### config.mk
export PLATFORM = sky130hd
export DESIGN_NAME = wfg_drive_pwm
export DESIGN_NICKNAME = d
export VERILOG_FILES = /design/src/rtl/wfg_drive_pwm.sv
export SDC_FILE = /design/constraint.sdc
export NUM_CORES = 1
export LEC_CHECK = 0
export ABC_AREA = 1
export CAP_MARGIN = 0
export CORE_ASPECT_RATIO = 1.4
export CORE_MARGIN = 10
export CORE_UTILIZATION = 44
export CTS_CLUSTER_SIZE = 40
export DETAILED_ROUTE_END_ITERATION = 12
export PLACE_DENSITY = 0.79
export SETUP_SLACK_MARGIN = 0.02
export SYNTH_ARGS = -nofsm -noshare
export SYNTH_HDL_FRONTEND = slang
export SYNTH_SLANG_ARGS = --single-unit
export TNS_END_PERCENT = 100
### constraint.sdc
create_clock -name wb_clk_i -period 3.5 [get_ports wb_clk_i]
set_input_delay 0.525 -clock wb_clk_i [delete_from_list [all_inputs] [get_ports wb_clk_i]]
set_output_delay 0.525 -clock wb_clk_i [all_outputs]
set_load 0.01 [all_outputs]
### src/rtl/wfg_drive_pwm.sv
// wfg_drive_pwm: PWM driver; duty reloaded from AXI-Stream on each sync, period counted in subcycle pulses.
// Optional saturating underrun counter on underrun_cnt_o when WFG_DRIVE_PWM_UNDERRUN_CNT_EN is defined.
module wfg_drive_pwm #(
    parameter int DATA_W = 32,
    parameter int CNT_W  = 8
) (
    input  logic              wb_clk_i,
    input  logic              wb_rst_i,
    input  logic              en_i,
    input  logic [CNT_W-1:0]  period_i,
    input  logic              polarity_i,
    input  logic              wfg_pat_sync_i,
    input  logic              wfg_pat_subcycle_i,
    input  logic              wfg_pat_start_i,
    input  logic [DATA_W-1:0] wfg_axis_tdata_i,
    input  logic              wfg_axis_tvalid_i,
    output logic              wfg_axis_tready_o,
    output logic              pwm_o,
    output logic              active_o,
`ifdef WFG_DRIVE_PWM_UNDERRUN_CNT_EN
    output logic [15:0]       underrun_cnt_o,
`endif
    output logic              underrun_o
);
    typedef enum logic [1:0] {IDLE, WAIT_START, RUN} state_t;
    state_t           state, state_n;
    logic [CNT_W-1:0] phase_q, phase_n, duty_q, duty_n;
    logic [CNT_W:0]   p;
    logic             pwm_q, underrun_q, acc_ev, wrap;
    logic             unused_tdata;
    assign unused_tdata = ^wfg_axis_tdata_i;
    always_comb begin
        acc_ev  = en_i & wfg_pat_sync_i & (state == RUN | (state == WAIT_START & wfg_pat_start_i));
        p       = {period_i == '0, period_i};
        wrap    = {1'b0, phase_q} >= p - 1'b1;
        state_n = !en_i ? IDLE :
                  state == IDLE ? WAIT_START :
                  (state == WAIT_START & wfg_pat_start_i) ? RUN : state;
        duty_n  = !en_i ? '0 : (acc_ev & wfg_axis_tvalid_i) ? wfg_axis_tdata_i[CNT_W-1:0] : duty_q;
        phase_n = (!en_i | acc_ev) ? '0 :
                  (state == RUN & wfg_pat_subcycle_i) ? (wrap ? '0 : phase_q + 1'b1) : phase_q;
    end
    always_ff @(posedge wb_clk_i) begin
        if (wb_rst_i) begin
            state      <= IDLE;
            phase_q    <= '0;
            duty_q     <= '0;
            pwm_q      <= 1'b0;
            underrun_q <= 1'b0;
        end else begin
            state      <= state_n;
            phase_q    <= phase_n;
            duty_q     <= duty_n;
            pwm_q      <= (state_n == RUN) & (phase_n < duty_n);
            underrun_q <= acc_ev & !wfg_axis_tvalid_i;
        end
    end
`ifdef WFG_DRIVE_PWM_UNDERRUN_CNT_EN
    logic [15:0] cnt_q;
    always_ff @(posedge wb_clk_i) begin
        if (wb_rst_i | !en_i)
            cnt_q <= '0;
        else if (acc_ev & !wfg_axis_tvalid_i & cnt_q != 16'hFFFF)
            cnt_q <= cnt_q + 1'b1;
    end
    assign underrun_cnt_o = cnt_q;
`endif
    assign wfg_axis_tready_o = acc_ev;
    assign pwm_o             = pwm_q ^ polarity_i;
    assign active_o          = state == RUN;
    assign underrun_o        = underrun_q;
endmodule

* Word level (Yosys, flattened, before mapping)
Index checks and enable logic that the tools add are counted.
Storage, ports and cells: input bits 48, output and inout bits 4, register bits after elaboration 20, logic and storage cells 34
Operators by class: eq/ne operators 3, reduce and logical (&&, ||, !) cells 4, muxes and demuxes 8, add/sub/neg operators 2, bitwise operators 10, $lt $le $gt $ge 2
Operators with widths (count):
- $mux 8 | 5
- $ge 8x9->1 | 1
- $sub 9x1->9 const B | 1
- $add 8x1->8 const B | 1
- $logic_not 8->1 | 1
- $lt 8x8->1 | 1
- $and 1x1->1 | 7
- $mux 2 | 3
- $eq 2x2->1 const B | 2
- $eq 2x1->1 const B | 1
- $logic_not 1->1 | 2
- $logic_not 2->1 | 1
- $or 1x1->1 | 2
- $xor 1x1->1 | 1

* Depth between registers and ports, before layout
Gate-level depths: netlist (run 1).
depth after elaboration 9, mapped depth 21, depth with buffers taken out 20

* Worst setup path after synthesis (run 1)
Ideal clock, no wire load.
path type input to register, from input period_i[1], to register pwm_q, arrival 3072 ps, buffers on the path 1, setup slack 362 ps, data required time 3434 ps, setup time 66 ps, stages 19, cell sequence nor2_1 > nand2_1 > or3_1 > nor3_1 > xnor2_1 > ha_1 > inv_1 > nor2_1 > nand3_1 > nand3_1 > nand2_1 > nand2_1 > buf_2 > nor2_1 > ha_1 > a21oi_1 > nand3_1 > nand3b_1 > a21oi_2
Between the ends: longest elaborated chain between the ends 8
Ends and longest elaborated chain:
- start, declared | RTL line 10 | input logic [CNT_W-1:0] period_i,
- $logic_not 8->1 | RTL line 34 | p = {period_i == '0, period_i};
- $sub 9x1->9 * | RTL line 35 | wrap = {1'b0, phase_q} >= p - 1'b1;
- $ge 8x9->1 * | RTL line 35
- $mux 8 * (2 in series) | RTL line 41 | (state == RUN & wfg_pat_subcycle_i) ? (wrap ? '0 : phase_q + 1'b1) : phase_q;
- $mux 8 * | RTL line 40 | phase_n = (!en_i | acc_ev) ? '0 :
- named net phase_n[7] | RTL line 27 | logic [CNT_W-1:0] phase_q, phase_n, duty_q, duty_n;
- $lt 8x8->1 * | RTL line 54 | pwm_q <= (state_n == RUN) & (phase_n < duty_n);
- $and 1x1->1 * | RTL line 54
- end signal, assigned | RTL line 54
- end, declared | RTL line 29 | logic pwm_q, underrun_q, acc_ev, wrap;
The timed path passes the listed nets; every way through them passes the cells marked *. A chain may end at the register's enable or synchronous reset.

* Worst setup path in the final report (run 1)
Ends and elaborated chain as after synthesis.

==> qor.yml, run 1 <==
run_status:
  status: "finished, final reports clean"
clocking:
  htree_levels: 1
  worstSkewPairLatency_ns: 0.27
  cts_buffers: 3
  clk_pin_slew_ns: 0.08
  cts_buffer_depth: 2
  cts.sink_count: 20
  cts_tree: "yes"
  cts-root-buf: "clkbuf_8"
timing:
  hold_viol_final: 0
  finClkSkew_ns: 0.00961
  finalSetupViolCount: 0
  maxSlewViolCount: 0
  worst-slew-pin-transition_ns: 0.679
  min_period_ns: 3.28
  fmax_mhz: 305
  post-route-period-util_pct: 93.7
  slew_headroom_pct: 54.6
detailed_routing:
  wl_um: 2970
  routed_via_density: 4.70
  post-route-drc-count: 0
  wl_per_cell_um: 11.0
  drt_iter0_drc: 23
  ant_nets: 0
  firstDrtPassIters: 4
  vias: 1269
die:
  pin_count: 52
  die_area_um2: 5900
  coreArea_um2: 3090
  die_w_um: 67.9
  die_h_um: 87.0
  start_util_pct: 45.6
  rows: 24
worst_hold_path:
  hold-path-cell-count: 2
  hold_end: "duty_q[0]"
  hold_class: "flip-flop to flip-flop"
  min_from: "duty_q[0]"
cells_and_area:
  fin_area_um2: 1880
  n_antenna_cell: 0
  area_delta_synth_final_pct: 33.3
  fill_cells: 276
  nets: 297
  drive_above_1_share_pct: 13.9
critical_path:
  cp.arrival_ns: 3.49
  rr_worst_depth: 14
  critical_path_class: "input pin to flip-flop"
  r2r_end: "pwm_q"
  cp_max_fo: 3
  crit_required_ns: 3.71
  ff2ff_setup_slack_ns: 1.24
  r2r_start: "state[1]"
  crit_path_end_kind: "flip-flop"
  startpoint_type: "input pin"
synth:
  synth_nets: 260
  synth_top_family_by_area: "simple AND/OR/NAND/NOR gates"
  synth.area.mux_share_pct: 0
  syn_avg_cell_area_um2: 7.24
  ys_ff_latch: 20
  synthCells: 195
  synth-compound-area-share_pct: 3.63
  syn_area_um2: 1410
  synthXorXnorAreaFrac_pct: 8.69
  yosysWarningCount: 0
  synth.yosys.seq_area_share_pct: 28.4
  synth_cell_type_count: 27
  synthAdderAreaFrac_pct: 15.1
  yosys.area_share.simple_pct: 35.2
grt:
  grt_start_max_net_pins: 20
  overflow: 0
  grt_pass1_vias: 1285
  grt_pass1_wl_um: 5190
  antenna_found_initial: 0
  grt_use_total_pct: 10.9
flow_run:
  maxCapViolations: 0
placed_design:
  portBuffers: 27
  dp_hpwl_um: 2470
  place_area_um2: 1780
  place_congestion: 0.796
pwr:
  p_leak_nw: 0.860
  irDropWorstVdd_uv: 240
  total_power_w: 0.000544
  power.density_nw_per_um2: 289
==> registers in the layout, summed over array words and instances, names as in the netlist <==
| signal | flops |
|---|---|
| underrun_o | 1 |
| duty_q | 8 |
| phase_q | 8 |
| state | 2 |
| pwm_q | 1 |
==> critical path: stages <==
cell,delay (ns)
clkdlybuf4s50_1,0.42
nor2_1,0.11
nand2_1,0.09
or3_4,0.36
nor3_4,0.18
xnor2_1,0.15
ha_1,0.27
a21oi_1,0.19
nand3_1,0.12
nand2_2,0.10
nand2_1,0.07
nor2_1,0.12
ha_1,0.27
a21oi_2,0.14
nand3_1,0.07
nand3b_1,0.19
a21oi_2,0.10
==> per-stage QoR <==
| step | hold slack, ns | setup WS (ns) | util, % | std cells | setup TNS [ns] |
|---|---|---|---|---|---|
| final | 0.494 | 0.222 | 60.8 | 270 | 0 |
| after global routing | 0.543 | -0.0216 | 60.8 | 270 | -0.0216 |
| after CTS | 0.492 | 0.117 | 59.9 | 270 | 0 |
| after global placement | 0.476 | -0.0919 | 57.6 | 266 | -0.0919 |
| after detailed placement | 0.481 | -0.137 | 57.6 | 266 | -0.137 |
| after floorplan | 0.466 | 0.362 | - | 195 | 0 |
==> worst max-delay path by stage <==
| stage | from | slack [ns] | end | cells past startpoint |
|---|---|---|---|---|
| final | period_i[1] | 0.22 | pwm_q | 17 |
| after global routing | period_i[1] | -0.02 | pwm_q | 17 |
| after CTS | period_i[1] | 0.12 | pwm_q | 19 |
| after global placement | period_i[1] | -0.09 | pwm_q | 19 |
| after detailed placement | period_i[1] | -0.14 | pwm_q | 19 |
| after floorplan | period_i[1] | 0.36 | pwm_q | 19 |
==> cells in the mapped netlist <==
cell	number	share of area, %
nand2_1	43	11
inv_1	27	7.2
nor2_1	22	5.9
dfxtp_1	20	28
ha_1	17	15
nand3_1	15	5.3
nor3_1	8	2.8
xor2_1	8	5.0
xnor2_1	6	3.7
a21oi_1	5	1.8
a21oi_2	3	1.9
buf_2	2	0.71
clkbuf_1	2	0.53
nand3b_1	2	1.1
nand4_1	2	0.89
nor4_1	2	0.89
clkinv_4	1	0.62
nand2_2	1	0.44
nand2_4	1	0.80
nand3_2	1	0.71
nand3_4	1	1.2
nor2_2	1	0.44
nor2_4	1	0.80
nor3_2	1	0.71
nor3b_2	1	0.89
or2_2	1	0.44
or3_1	1	0.44
==> cell families (layout without fill, tap and decap cells) <==
family	count (synthesis)	in the layout
XOR/XNOR	14	14
flip-flops	20	20
AND/OR/NAND/NOR	104	104
adder cells (fa/ha/maj)	17	17
AO/OA/AOI/OAI	8	8
buffers and inverters	32	68
==> what timing repair did <==
| action | in CTS | in global routing |
|---|---|---|
| hold buffers | 0 | 0 |
| gates resized for setup | 0 | 7 |
| setup buffers | 0 | 0 |
| endpoints found under the setup margin | 0 | 1 |
==> where the power goes <==
group          internal, W  switching [W]  leakage [nW]
clock network     0.000153      0.0000802        0.0357
registers         0.000229     0.00000141         0.161
logic            0.0000436      0.0000367         0.663
==> layout make-up <==
type	count	area, um^2	share of cell area [%]
Tap cell	39	48.8	2.59
Clock inverter	1	30.0	1.60
Multi-Input combinational cell	143	913	48.5
Clock buffer	3	41.3	2.19
Timing Repair Buffer	36	338	18.0
Inverter	28	110	5.85
Sequential cell	20	400	21.3
==> routing by layer <==
metal | vias up | global-route usage (%) | wire length, um | share of wire, %
li1 | 694 | - | - | -
met1 | 547 | 11.7 | 1230 | 41
met2 | 23 | 19.2 | 1530 | 52
met3 | 5 | 2.58 | 154 | 5.2
met4 | 0 | 5.32 | 55 | 1.9
met5 | - | 0 | 0 | 0
==> cells in the final DEF, fill, tap and decap left out, drive strengths merged <==
cell type,n
inv,27
bufinv,1
or2,1
nor3,9
a21oi,8
clkbuf,3
ha,17
nor3b,1
buf,9
nand3b,2
dfxtp,20
clkdlybuf4s50,27
xor2,8
clkinv,1
nand4,2
nor2,24
nand3,17
nand2,45
or3,1
nor4,2
xnor2,6
(Power assumes the default switching activity.)
==> run 2: changes to the inputs <==
--- a/config.mk
+++ b/config.mk
@@ -12,6 +12,7 @@
 export CORE_UTILIZATION = 44
 export CTS_CLUSTER_SIZE = 40
 export DETAILED_ROUTE_END_ITERATION = 12
+export GPL_TIMING_DRIVEN = 1
 export PLACE_DENSITY = 0.79
 export SETUP_SLACK_MARGIN = 0.02
 export SYNTH_ARGS = -nofsm -noshare
==> results of run 2 <==
The final DEF is identical to that of run 1; final timing and power are the same.
